$ cat config.mk
export PLATFORM = sky130hd
export DESIGN_NAME = serial_adder
export DESIGN_NICKNAME = d
export VERILOG_FILES = /design/src/rtl/serial_adder.sv
export SDC_FILE = /design/constraint.sdc
export NUM_CORES = 1
export LEC_CHECK = 0
export ABC_CLOCK_PERIOD_IN_PS = 1300
export CORE_MARGIN = 10
export CORE_UTILIZATION = 46
export CTS_BUF_LIST = sky130_fd_sc_hd__clkbuf_2 sky130_fd_sc_hd__clkbuf_4 sky130_fd_sc_hd__clkbuf_8
export CTS_CLUSTER_SIZE = 20
export DETAILED_ROUTE_END_ITERATION = 12
export HOLD_SLACK_MARGIN = 0.15
export PLACE_DENSITY = 0.8
export REMOVE_ABC_BUFFERS = 1
export SLEW_MARGIN = 20
export SYNTH_ARGS = -nofsm -noshare
export SYNTH_HDL_FRONTEND = slang
export SYNTH_SLANG_ARGS = --single-unit
export TNS_END_PERCENT = 30
$ cat constraint.sdc
create_clock -name clk -period 1.3 [get_ports clk]
set_input_delay 0.26 -clock clk [delete_from_list [all_inputs] [get_ports clk]]
set_output_delay 0.26 -clock clk [all_outputs]
set_load 0.02 [all_outputs]
$ cat src/rtl/serial_adder.sv
// serial_adder: bit-serial LSB-first adder producing sum, carry-out and signed overflow
module serial_adder #(
  parameter int WIDTH = 8
) (
  input  logic             clk,
  input  logic             reset,
  input  logic             start,
  input  logic [WIDTH-1:0] a,
  input  logic [WIDTH-1:0] b,
  input  logic             cin,
  output logic             busy,
  output logic             done,
  output logic [WIDTH-1:0] sum,
  output logic             cout,
  output logic             overflow
);
  localparam int CW = $clog2(WIDTH + 1);
  typedef enum logic [1:0] {IDLE, ADD, DONE} state_t;
  state_t state, state_n;
  logic [WIDTH-1:0] ra, rb;
  logic [CW-1:0] cnt;
  logic c, s, cn, last;
  assign s = ra[0] ^ rb[0] ^ c;
  assign cn = ((ra[0] ^ rb[0]) & c) | (ra[0] & rb[0]);
  assign last = cnt == CW'(WIDTH - 1);
  assign busy = state == ADD;
  assign done = state == DONE;
  // state register
  always_ff @(posedge clk)
    state <= reset ? IDLE : state_n;
  // next state: ADD runs WIDTH cycles, DONE lasts one cycle
  always_comb
    state_n = state == IDLE ? (start ? ADD : IDLE) : state == ADD ? (last ? DONE : ADD) : IDLE;
  // datapath: load on accepted start, one bit per ADD cycle, capture flags on the MSB
  always_ff @(posedge clk)
    if (reset) begin
      ra <= '0;
      rb <= '0;
      c <= 1'b0;
      cnt <= '0;
      sum <= '0;
      cout <= 1'b0;
      overflow <= 1'b0;
    end else if (state == IDLE && start) begin
      ra <= a;
      rb <= b;
      c <= cin;
      cnt <= '0;
      sum <= '0;
      cout <= 1'b0;
      overflow <= 1'b0;
    end else if (state == ADD) begin
      ra <= ra >> 1;
      rb <= rb >> 1;
      c <= cn;
      cnt <= cnt + 1'b1;
      sum <= {s, sum[WIDTH-1:1]};
      if (last) begin
        cout <= cn;
        overflow <= c ^ cn;
      end
    end
endmodule

==> insert_results.sql, run 1 <==
INSERT INTO impl_metrics (metric_group, metric, value, unit) VALUES
('status', 'run_status', 'finished with violations', ''),
('status', 'violated_checks', 'negative setup slack', ''),
('yosys', 'ys_async_sr_fraction', '0', ''),
('route', 'routedWlPerCell', '14.4', 'µm'),
('timing', 'final.period_utilization', '1.08', ''),
('clock_network', 'cts_hold_buffers', '0', ''),
('clock_network', 'clock-root-buffer', 'sky130_fd_sc_hd__clkbuf_4', ''),
('floorplan', 'die_width', '75.8', 'µm'),
('yosys', 'syn-mean-instance-area', '8.67', 'µm²'),
('floorplan', 'die_height', '75.8', 'µm'),
('final_layout', 'share_of_layout_cells_above_drive_strength_1', '0.282', ''),
('yosys', 'syn-instance-count', '165', ''),
('timing', 'timing.final.crit_period', '1.41', 'ns'),
('floorplan', 'core_area', '0.00303', 'mm²'),
('pwr', 'vdd_ir_drop_max', '708', 'µV'),
('floorplan', 'core.rowCount', '20', ''),
('yosys', 'post_synthesis_sequential_element_count', '33', ''),
('timing', 'rsz_0062_raised_after_global_routing', 'true', ''),
('worst_setup_path', 'start_kind', 'flip-flop', ''),
('clock_network', 'cts.path.max_buffers', '2', ''),
('placed_design', 'gpl.final_weighted_congestion', '0.764', ''),
('global_routing', 'overflow', '0', ''),
('timing', 'timing.final.max_slew_violations', '0', ''),
('route', 'drc_errors', '0', ''),
('route', 'via_per_inst', '5.26', ''),
('worst_setup_path', 'timing.critical_path.arrival', '1.65', 'ns'),
('floorplan', 'start_util', '0.473', ''),
('worst_setup_path', 'critical_path_class', 'reg -> reg', ''),
('timing', 'clock-skew-final', '0.0103', 'ns'),
('placed_design', 'detailedPlacementHpwl', '2450', 'µm'),
('clock_network', 'cts_tree', 'built', ''),
('final_layout', 'fin_area', '0.00194', 'mm²'),
('final_layout', 'syn2layout_area_growth', '35.8', '%'),
('final_layout', 'num-nets-final', '227', ''),
('final_layout', 'antennaDiodeCount', '0', ''),
('worst_setup_path', 'path_max_fanout', '8', ''),
('timing', 'timing.final.hold_violations', '0', ''),
('yosys', 'synth_sequential_area_ratio', '0.462', ''),
('timing', 'fin_ws', '-0.106', 'ns'),
('yosys', 'syn_area', '0.00143', 'mm²'),
('clock_network', 'cts_buf_count', '5', ''),
('worst_setup_path', 'crit_required', '1.55', 'ns'),
('clock_network', 'clk_pin_slew_worst_paths', '0.10', 'ns'),
('placed_design', 'post_dp_cell_area', '0.00182', 'mm²'),
('timing', 'setup-violations-final', '33', ''),
('clock_network', 'clk-insertion-delay-late', '0.34', 'ns'),
('route', 'drt_iter0_drc', '107', ''),
('yosys', 'synth.lib_cells_used.distinct', '27', ''),
('pwr', 'power.total', '2060', 'µW'),
('route', 'route.vias.total', '1315', ''),
('timing', 'slew_headroom', '0.802', ''),
('clock_network', 'clock_sinks', '33', ''),
('yosys', 'synth_edf_count', '0', ''),
('flow_run', 'max-cap-violations', '0', ''),
('global_routing', 'grt.total_usage', '0.130', ''),
('floorplan', 'io_pins', '32', ''),
('pwr', 'pwr_density_cell', '1060', 'mW/mm²'),
('route', 'route.antenna.remaining_nets', '0', ''),
('timing', 'timing.fmax', '711', 'MHz'),
('route', 'drtPass1Iterations', '4', ''),
('global_routing', 'antenna_found_initial', '0', ''),
('placed_design', 'preCtsSetupSlack', '-0.356', 'ns'),
('timing', 'slew_at_the_pin_closest_to_its_max_slew_limit', '0.297', 'ns'),
('final_layout', 'final_cells', '250', ''),
('route', 'finalWirelength', '3590', 'µm'),
('clock_network', 'clock_tree.htree_level_count', '2', ''),
('yosys', 'yosys_warnings', '0', ''),
('global_routing', 'first_global_vias', '1235', ''),
('pwr', 'power_leakage', '0.000713', 'µW'),
('timing', 'totalNegativeSetupSlack', '-1.89', 'ns'),
('yosys', 'predominant_post_synthesis_flop_cell', 'sky130_fd_sc_hd__dfxtp_1', ''),
('placed_design', 'number_of_input_and_output_port_buffers_inserted', '31', ''),
('global_routing', 'grt_first_pass_wirelength', '5690', 'µm'),
('worst_setup_path', 'critical_path.endpoint_type', 'flip-flop', ''),
('min_path', 'hp-class', 'reg -> reg', ''),
('placed_design', 'placed_cells', '237', ''),
('floorplan', 'design.die.area', '0.00574', 'mm²'),
('global_routing', 'grt_start_max_net_pins', '31', '');
## logic make-up after synthesis
logic type | Yosys count | share of synthesized area
AND/OR/NAND/NOR | 75 | 0.227
buffers and inverters | 16 | 0.0586
XOR/XNOR | 3 | 0.0184
adder cells (fa/ha/maj) | 2 | 0.0227
AO/OA/AOI/OAI | 36 | 0.212
flip-flops | 33 | 0.462
## path summary, 6_finish.rpt
| path | slack, ns | cells after the start | startpoint | end |
|---|---|---|---|---|
| hold reg to reg | 0.46 | 2 | sum[0]$_SDFFE_PP0N_ | sum[0]$_SDFFE_PP0N_ |
| setup reg to reg | -0.11 | 4 | state[0]$_SDFF_PP0_ | rb[5]$_SDFFE_PP0P_ |
| hold / removal | 0.46 | 2 | sum[0]$_SDFFE_PP0N_ | sum[0]$_SDFFE_PP0N_ |
| setup / recovery | -0.11 | 4 | state[0]$_SDFF_PP0_ | rb[5]$_SDFFE_PP0P_ |
## cell usage after synthesis (3+ instances only)
master / number / area (µm²)
sky130_fd_sc_hd__a311oi_2: 10 / 150
sky130_fd_sc_hd__nand3_1: 7 / 35.0
sky130_fd_sc_hd__buf_2: 7 / 35.0
sky130_fd_sc_hd__nand2_1: 42 / 158
sky130_fd_sc_hd__a21oi_1: 17 / 85.1
sky130_fd_sc_hd__nor2_1: 16 / 60.1
sky130_fd_sc_hd__inv_1: 4 / 15.0
sky130_fd_sc_hd__a311oi_1: 3 / 26.3
sky130_fd_sc_hd__dfxtp_1: 33 / 661
sky130_fd_sc_hd__clkbuf_1: 3 / 11.3
## power breakdown
group          switching, µW  internal, µW  leakage [µW]  total [µW]
logic                    194           196      0.000406         390
clock network            348           227     0.0000354         574
registers               29.5          1060      0.000271        1090
## what timing repair did
action | in CTS | in global routing
setup buffers | 1 | 2
gates cloned | 0 | 2
resized for setup | 34 | 24
setup endpoints to repair | 33 | 43
pin swaps | 0 | 4
## sequential cells by signal (all words and copies together), names as in the netlist
signal    flops
state         2
cnt           4
cout          1
sum           8
c             1
ra            8
overflow      1
rb            8
## through the flow
stage	hold WS [ns]	utilization
floorplan	0.328	-
global placement	0.441	0.601
detailed placement	0.447	0.601
CTS	0.459	0.624
global route	0.493	0.642
finish	0.457	0.642
## cell usage in the layout (no fill, tap or decap), types with 4 or more instances in the layout
master,Yosys,final
sky130_fd_sc_hd__nor2_1,16,9
sky130_fd_sc_hd__clkdlybuf4s50_1,0,19
sky130_fd_sc_hd__clkbuf_2,0,9
sky130_fd_sc_hd__dfxtp_1,33,31
sky130_fd_sc_hd__buf_6,2,4
sky130_fd_sc_hd__clkbuf_4,0,6
sky130_fd_sc_hd__nor2_2,0,7
sky130_fd_sc_hd__nand3_1,7,7
sky130_fd_sc_hd__buf_4,0,8
sky130_fd_sc_hd__nand2_1,42,42
sky130_fd_sc_hd__inv_1,4,4
sky130_fd_sc_hd__a21oi_1,17,16
sky130_fd_sc_hd__a311oi_2,10,11
## area by class of cell
type | instances | area (µm²)
Fill cell | 248 | 1080
Tap cell | 44 | 55.1
Sequential cell | 33 | 663
Multi-Input combinational cell | 116 | 719
Inverter | 4 | 15.0
Timing Repair Buffer | 45 | 435
Clock inverter | 2 | 10.0
Clock buffer | 6 | 45.0
## worst max-delay path, stage by stage (launching register included)
cell	delay, ns
sky130_fd_sc_hd__dfxtp_2	0.34
sky130_fd_sc_hd__buf_6	0.11
sky130_fd_sc_hd__or3b_4	0.45
sky130_fd_sc_hd__buf_12	0.17
sky130_fd_sc_hd__a311oi_2	0.24
## per-layer routing
metal	share of wire	up-vias	track usage
met3	0.062	5	0.0573
met2	0.47	42	0.201
met4	0.013	0	0.0515
met5	0	-	0
li1	-	648	-
met1	0.45	620	0.155
Power figures use the tool's default switching activity.
==> run 2, diff against run 1 <==
--- a/config.mk
+++ b/config.mk
@@ -7,12 +7,12 @@
 export LEC_CHECK = 0
 export ABC_CLOCK_PERIOD_IN_PS = 1300
 export CORE_MARGIN = 10
-export CORE_UTILIZATION = 46
+export CORE_UTILIZATION = 35
 export CTS_BUF_LIST = sky130_fd_sc_hd__clkbuf_2 sky130_fd_sc_hd__clkbuf_4 sky130_fd_sc_hd__clkbuf_8
 export CTS_CLUSTER_SIZE = 20
 export DETAILED_ROUTE_END_ITERATION = 12
 export HOLD_SLACK_MARGIN = 0.15
-export PLACE_DENSITY = 0.8
+export PLACE_DENSITY = 0.64
 export REMOVE_ABC_BUFFERS = 1
 export SLEW_MARGIN = 20
 export SYNTH_ARGS = -nofsm -noshare
==> run 2 against run 1 <==
Net effect: the flow still finishes with violations (negative setup slack); non-clock buffer count fell by 4; final cell count rose by 0.40%; sequential share of layout area decreased by 0.88 points; fmax increased by 3.3%.
==> insert_results.sql, run 2 (synthesis gave the netlist of run 1 again) <==
INSERT INTO impl_metrics (metric_group, metric, value, unit) VALUES
('route', 'drtPass1Iterations', '4', ''),
('timing', 'final.period_utilization', '1.05', ''),
('clock_network', 'cts_tree', 'built', ''),
('clock_network', 'clk-insertion-delay-late', '0.28', 'ns'),
('timing', 'timing.final.max_slew_violations', '0', ''),
('pwr', 'power.total', '2260', 'µW'),
('route', 'routedWlPerCell', '13.1', 'µm'),
('floorplan', 'die_width', '84.0', 'µm'),
('route', 'drc_errors', '0', ''),
('clock_network', 'clock_tree.htree_level_count', '2', ''),
('final_layout', 'reg.largest.list', 'ra x8, rb x8, sum x8', ''),
('final_layout', 'layout.filler_cells', '388', ''),
('placed_design', 'number_of_input_and_output_port_buffers_inserted', '31', ''),
('final_layout', 'num-nets-final', '223', ''),
('global_routing', 'grt_first_pass_wirelength', '5310', 'µm'),
('timing', 'rsz_0062_raised_after_global_routing', 'true', ''),
('placed_design', 'placed_cells', '243', ''),
('route', 'drt_iter0_drc', '67', ''),
('status', 'run_status', 'finished with violations', ''),
('floorplan', 'start_util', '0.360', ''),
('route', 'via_per_inst', '4.95', ''),
('timing', 'totalNegativeSetupSlack', '-0.974', 'ns'),
('flow_run', 'max-cap-violations', '0', ''),
('clock_network', 'cts_hold_buffers', '0', ''),
('clock_network', 'cts_setup_buffers', '0', ''),
('floorplan', 'io_pins', '32', ''),
('pwr', 'power_leakage', '0.000731', 'µW'),
('pwr', 'pwr_density_cell', '1130', 'mW/mm²'),
('final_layout', 'syn2layout_area_growth', '39.1', '%'),
('clock_network', 'clk_pin_slew_worst_paths', '0.06', 'ns'),
('worst_setup_path', 'crit_family', 'simple AND/OR/NAND/NOR gates', ''),
('worst_setup_path', 'critical_path_class', 'reg -> reg', ''),
('timing', 'timing.final.crit_period', '1.36', 'ns'),
('route', 'finalWirelength', '3280', 'µm'),
('floorplan', 'design.die.area', '0.00705', 'mm²'),
('placed_design', 'gpl.final_weighted_congestion', '0.736', ''),
('timing', 'timing.fmax', '735', 'MHz'),
('route', 'route.vias.total', '1243', ''),
('timing', 'slew_headroom', '0.787', ''),
('worst_setup_path', 'timing.critical_path.arrival', '1.55', 'ns'),
('global_routing', 'overflow', '0', ''),
('worst_setup_path', 'crit_required', '1.49', 'ns'),
('floorplan', 'core_area', '0.00397', 'mm²'),
('final_layout', 'ff_latch_area', '662', 'µm²'),
('final_layout', 'mostFrequentLayoutCell', 'sky130_fd_sc_hd__nand2_1', ''),
('placed_design', 'detailedPlacementHpwl', '2160', 'µm'),
('final_layout', 'antennaDiodeCount', '0', ''),
('min_path', 'hp-class', 'reg -> reg', ''),
('global_routing', 'grt.total_usage', '0.0879', ''),
('timing', 'setup-violations-final', '32', ''),
('timing', 'fin_ws', '-0.0610', 'ns'),
('worst_setup_path', 'critical_path.endpoint_type', 'flip-flop', ''),
('pwr', 'vdd_ir_drop_max', '538', 'µV'),
('final_layout', 'most_frequent_cells_in_the_layout', 'sky130_fd_sc_hd__nand2_1, sky130_fd_sc_hd__dfxtp_1, sky130_fd_sc_hd__clkdlybuf4s50_1', ''),
('worst_setup_path', 'cpMaxStageDelayCell', 'sky130_fd_sc_hd__or3b_4', ''),
('clock_network', 'clock-root-buffer', 'sky130_fd_sc_hd__clkbuf_8', ''),
('timing', 'timing.final.hold_violations', '0', ''),
('global_routing', 'grt_start_max_net_pins', '31', ''),
('route', 'route.antenna.remaining_nets', '0', ''),
('floorplan', 'core.rowCount', '23', ''),
('floorplan', 'die_height', '84.0', 'µm'),
('worst_setup_path', 'critical-path-max-stage-delay', '0.43', 'ns'),
('clock_network', 'clock_sinks', '33', ''),
('final_layout', 'total_area_of_multi_input_combinational_cells', '746', 'µm²'),
('clock_network', 'cts.path.max_buffers', '2', ''),
('worst_setup_path', 'worstPathBufferInverterCount', '2', ''),
('timing', 'clock-skew-final', '0.00442', 'ns'),
('global_routing', 'antenna_found_initial', '0', ''),
('clock_network', 'cts_buf_count', '5', ''),
('status', 'violated_checks', 'negative setup slack', ''),
('final_layout', 'final_cells', '251', ''),
('final_layout', 'share_of_layout_cells_above_drive_strength_1', '0.239', ''),
('worst_setup_path', 'start_kind', 'flip-flop', ''),
('global_routing', 'first_global_vias', '1166', ''),
('worst_setup_path', 'path_max_fanout', '15', ''),
('timing', 'slew_at_the_pin_closest_to_its_max_slew_limit', '0.319', 'ns'),
('worst_setup_path', 'worstPathCellList', 'buf_4 > or3b_4 > buf_12 > a311oi_2', '');
==> run 2: worst paths after layout <==
kind / from / end / slack, ns / cells past startpoint
worst max-delay path: state[1]$_SDFF_PP0_ / ra[6]$_SDFFE_PP0P_ / -0.06 / 4
worst min-delay path: sum[0]$_SDFFE_PP0N_ / sum[0]$_SDFFE_PP0N_ / 0.45 / 2
worst max register to register: state[1]$_SDFF_PP0_ / ra[6]$_SDFFE_PP0P_ / -0.06 / 4
worst min register to register: sum[0]$_SDFFE_PP0N_ / sum[0]$_SDFFE_PP0N_ / 0.45 / 2
==> run 2: per-layer routing <==
layer	global-route usage	part of all wire
met3	0.0459	0.068
met2	0.132	0.46
met5	0	0
met4	0.0320	0.011
met1	0.104	0.46
==> run 2: area by class of cell <==
| cell class | instances | share of cell area |
|---|---|---|
| tap | 50 | 0.0314 |
| inverter | 4 | 0.00754 |
| timing repair buffer | 41 | 0.209 |
| multi-input combinational | 116 | 0.375 |
| sequential | 33 | 0.332 |
| clock buffer | 7 | 0.0453 |
==> run 2: power by group <==
group	switching [µW]	total [µW]	internal (µW)
clock	348	789	440
combinational	193	374	181
sequential	28.7	1090	1060
==> run 2: worst reg2reg max path: cells and delay by family (launching register included) <==
kind	cells	cell delay [ns]
AO/OA/AOI/OAI	1	0.22
AND/OR/NAND/NOR	1	0.43
flip-flops	1	0.31
buffers and inverters	2	0.31
==> run 2: timing repair <==
item	CTS	global route
endpoints found under the setup margin	32	33
gates cloned	0	1
gates resized for setup	20	19
pin swaps	0	0
==> run 2: per-stage QoR <==
stage          cell area, µm²  hold WS (ns)  setup WS [ns]   util
4_1_cts                  1900         0.452        -0.0468  0.478
6_report                 1990         0.447        -0.0610  0.501
2_1_floorplan            1360         0.328         -0.725      -
3_3_place_gp             1830         0.440         -0.308  0.460
5_1_grt                  1990         0.481        -0.0997  0.501
3_5_place_dp             1830         0.446         -0.332  0.460
==> run 3, diff against run 2 <==
--- a/config.mk
+++ b/config.mk
@@ -6,7 +6,7 @@
 export NUM_CORES = 1
 export LEC_CHECK = 0
 export ABC_CLOCK_PERIOD_IN_PS = 1300
-export CORE_MARGIN = 10
+export CORE_MARGIN = 2
 export CORE_UTILIZATION = 35
 export CTS_BUF_LIST = sky130_fd_sc_hd__clkbuf_2 sky130_fd_sc_hd__clkbuf_4 sky130_fd_sc_hd__clkbuf_8
 export CTS_CLUSTER_SIZE = 20
==> run 3 against run 2 <==
Net effect: the run still ends with negative setup slack left; first-iteration DRC count down 1.5%; fmax rose by 0.23%; sequential share of layout area fell by 1.7 points; clock power down 3.8%; count of clock-buffer cells in the layout shrank 2; clock skew increased by 0.0037 ns; critical path depth grew 1; via count up 2.3%; total power rose by 1.1%; final cell count grew 4.0%; worst hold slack improved by 0.0088 ns; global-route usage up 5.7 points; critical endpoint is now ra[2]$_SDFFE_PP0P_; largest cell class unchanged; largest power group unchanged; highest routed layer unchanged.
==> insert_results.sql, run 3 (synthesis gave the netlist of run 1 again) <==
INSERT INTO impl_metrics (metric_group, metric, value, unit) VALUES
('status', 'run_status', 'finished with violations', ''),
('status', 'violated_checks', 'negative setup slack', ''),
('worst_setup_path', 'path_max_fanout', '7', ''),
('clock_network', 'clock-root-buffer', 'sky130_fd_sc_hd__clkbuf_8', ''),
('timing', 'final.period_utilization', '1.04', ''),
('pwr', 'share_clk_of_total_power', '0.333', ''),
('pwr', 'vdd_ir_drop_max', '597', 'µV'),
('floorplan', 'die_height', '68.0', 'µm'),
('final_layout', 'layout.filler_cells', '366', ''),
('placed_design', 'number_of_input_and_output_port_buffers_inserted', '31', ''),
('pwr', 'sw_frac_of_total', '0.272', ''),
('pwr', 'pwr_density_cell', '1080', 'mW/mm²'),
('pwr', 'power.internal', '1660', 'µW'),
('worst_setup_path', 'timing.critical_path.arrival', '1.52', 'ns'),
('route', 'routedWlPerCell', '12.3', 'µm'),
('worst_setup_path', 'start_kind', 'flip-flop', ''),
('worst_setup_path', 'worstPathCellList', 'buf_6 > or3b_4 > buf_6 > nor2_1 > a311oi_2', ''),
('worst_setup_path', 'cpMaxStageDelayCell', 'sky130_fd_sc_hd__or3b_4', ''),
('final_layout', 'final_core_utilization', '0.530', ''),
('final_layout', 'reg.largest.list', 'ra x8, rb x8, sum x8', ''),
('pwr', 'power.total', '2280', 'µW'),
('clock_network', 'cts_buf_count', '5', ''),
('route', 'drc_errors', '0', ''),
('timing', 'rsz_0062_raised_after_global_routing', 'true', ''),
('pwr', 'netSwitchingPower', '621', 'µW'),
('worst_setup_path', 'setup.reg_to_reg.worst_slack', '-0.06', 'ns'),
('timing', 'totalNegativeSetupSlack', '-0.540', 'ns'),
('min_path', 'worstHoldStart', 'sum[1]$_SDFFE_PP0N_', ''),
('worst_setup_path', 'critical_path_class', 'reg -> reg', ''),
('worst_setup_path', 'critical_path.endpoint_type', 'flip-flop', ''),
('route', 'drt_iter0_drc', '66', ''),
('final_layout', 'num-nets-final', '232', ''),
('worst_setup_path', 'rr_endpoint', 'ra[2]$_SDFFE_PP0P_', ''),
('global_routing', 'first_global_vias', '1094', ''),
('timing', 'setup-violations-final', '19', ''),
('final_layout', 'mostFrequentLayoutCell', 'sky130_fd_sc_hd__nand2_1', ''),
('timing', 'timing.final.max_slew_violations', '0', ''),
('worst_setup_path', 'ff2ff_path_depth', '5', ''),
('global_routing', 'overflow', '0', ''),
('clock_network', 'clock_sinks', '33', ''),
('placed_design', 'gpl.final_weighted_congestion', '0.700', ''),
('floorplan', 'die_width', '68.0', 'µm'),
('global_routing', 'grt_first_pass_wirelength', '4910', 'µm'),
('route', 'route.antenna.remaining_nets', '0', ''),
('worst_setup_path', 'crit_required', '1.46', 'ns'),
('clock_network', 'clk_pin_slew_worst_paths', '0.07', 'ns'),
('global_routing', 'grt_start_max_net_pins', '31', ''),
('pwr', 'power_leakage', '0.000801', 'µW'),
('global_routing', 'antenna_found_initial', '0', ''),
('floorplan', 'core.rowCount', '23', ''),
('clock_network', 'cts_hold_buffers', '0', ''),
('route', 'via_per_inst', '4.87', ''),
('floorplan', 'core_area', '0.00397', 'mm²'),
('timing', 'timing.final.crit_period', '1.36', 'ns'),
('min_path', 'hp-class', 'reg -> reg', ''),
('clock_network', 'clock_tree.htree_level_count', '2', ''),
('route', 'route.vias.total', '1272', ''),
('floorplan', 'io_pins', '32', ''),
('min_path', 'worst_hold_path.endpoint', 'sum[0]$_SDFFE_PP0N_', ''),
('clock_network', 'cts_tree', 'built', ''),
('min_path', 'hold-path-cell-count', '2', ''),
('pwr', 'comb_power_share', '0.189', ''),
('pwr', 'seq_power_share', '0.479', ''),
('final_layout', 'antennaDiodeCount', '0', ''),
('timing', 'clock-skew-final', '0.00816', 'ns'),
('placed_design', 'detailedPlacementHpwl', '2000', 'µm'),
('timing', 'timing.final.hold_violations', '0', ''),
('global_routing', 'grt.total_usage', '0.145', ''),
('floorplan', 'design.die.area', '0.00462', 'mm²'),
('route', 'drtPass1Iterations', '4', ''),
('timing', 'slew_at_the_pin_closest_to_its_max_slew_limit', '0.262', 'ns'),
('floorplan', 'start_util', '0.360', ''),
('timing', 'fin_ws', '-0.0580', 'ns'),
('final_layout', 'most_frequent_cells_in_the_layout', 'sky130_fd_sc_hd__nand2_1, sky130_fd_sc_hd__dfxtp_1, sky130_fd_sc_hd__clkdlybuf4s50_1', ''),
('clock_network', 'cts.path.max_buffers', '2', ''),
('timing', 'slew_headroom', '0.826', ''),
('worst_setup_path', 'cpMostUsedCell', 'sky130_fd_sc_hd__buf_6', ''),
('worst_setup_path', 'critical-path-max-stage-delay', '0.46', 'ns'),
('worst_setup_path', 'r2r_start', 'state[0]$_SDFF_PP0_', ''),
('route', 'finalWirelength', '3210', 'µm'),
('final_layout', 'share_of_layout_cells_above_drive_strength_1', '0.275', ''),
('flow_run', 'max-cap-violations', '0', ''),
('final_layout', 'syn2layout_area_growth', '46.9', '%'),
('timing', 'timing.fmax', '736', 'MHz'),
('clock_network', 'clk-insertion-delay-late', '0.29', 'ns');
[run 3: cell count changes in the layout (fill, tap and decap cells not counted), moves of 3 or more]
cell	previous run	this run
sky130_fd_sc_hd__nand3_2	3	0
sky130_fd_sc_hd__buf_4	6	9
sky130_fd_sc_hd__nand3_1	4	7
sky130_fd_sc_hd__buf_6	2	6
[run 3: cell type report]
| class | count | area (µm²) | share of cell area |
|---|---|---|---|
| clock inverter | 3 | 17.5 | 0.00833 |
| timing repair buffer | 50 | 531 | 0.252 |
| multi-input combinational | 116 | 746 | 0.355 |
| clock buffer | 5 | 68.8 | 0.0327 |
| inverter | 4 | 15.0 | 0.00714 |
| tap | 50 | 62.6 | 0.0297 |
| sequential | 33 | 663 | 0.315 |
[run 3: what timing repair did]
item / 4_1_cts / 5_1_grt
endpoints found under the hold margin: 0 / 0
gates resized for setup: 24 / 25
setup buffers: 0 / 4
pin swaps: 0 / 2
setup endpoints to repair: 41 / 33
gates cloned: 0 / 2
[run 3: how the worst max path moves through the flow]
| stage | start | endpoint | cells past startpoint |
|---|---|---|---|
| after floorplan | state[1]$_SDFF_PP0_ | ra[0]$_SDFFE_PP0P_ | 4 |
| after global placement | start | rb[6]$_SDFFE_PP0P_ | 5 |
| after detailed placement | start | ra[6]$_SDFFE_PP0P_ | 5 |
| after CTS | state[1]$_SDFF_PP0_ | ra[3]$_SDFFE_PP0P_ | 5 |
| after global routing | state[0]$_SDFF_PP0_ | ra[2]$_SDFFE_PP0P_ | 4 |
| final | state[0]$_SDFF_PP0_ | ra[2]$_SDFFE_PP0P_ | 5 |
[run 3: power groups by stage]
stage | logic, µW | clock network [µW] | registers [µW]
final | 430 | 759 | 1090
after global routing | 466 | 821 | 1100
after CTS | 358 | 781 | 1090
after detailed placement | 354 | 0 | 1110
after global placement | 350 | 0 | 1110
after floorplan | 174 | 0 | 1110
[run 3: critical path, delay by kind of cell, from the launching register on]
kind	cells	cell delay [ns]
DFF	1	0.32
and+or+nand+nor	2	0.57
AOI/OAI and AO/OA	1	0.06
buffers and inverters	2	0.28
[run 3: stage by stage]
stage / worst slack (ns) / cells / hold slack [ns] / instance area (µm²)
floorplan: -0.725 / 153 / 0.328 / 1360
global placement: -0.338 / 247 / 0.442 / 1860
detailed placement: -0.356 / 247 / 0.460 / 1860
CTS: -0.0677 / 255 / 0.468 / 1940
global route: -0.119 / 261 / 0.491 / 2100
finish: -0.0580 / 261 / 0.456 / 2100
[run 3: routing by layer]
metal / global-route usage / wire, µm / vias up
li1: - / - / 655
met1: 0.189 / 1500 / 586
met2: 0.217 / 1530 / 27
met3: 0.0395 / 141 / 4
met4: 0.0750 / 46 / 0
met5: 0 / 0 / -
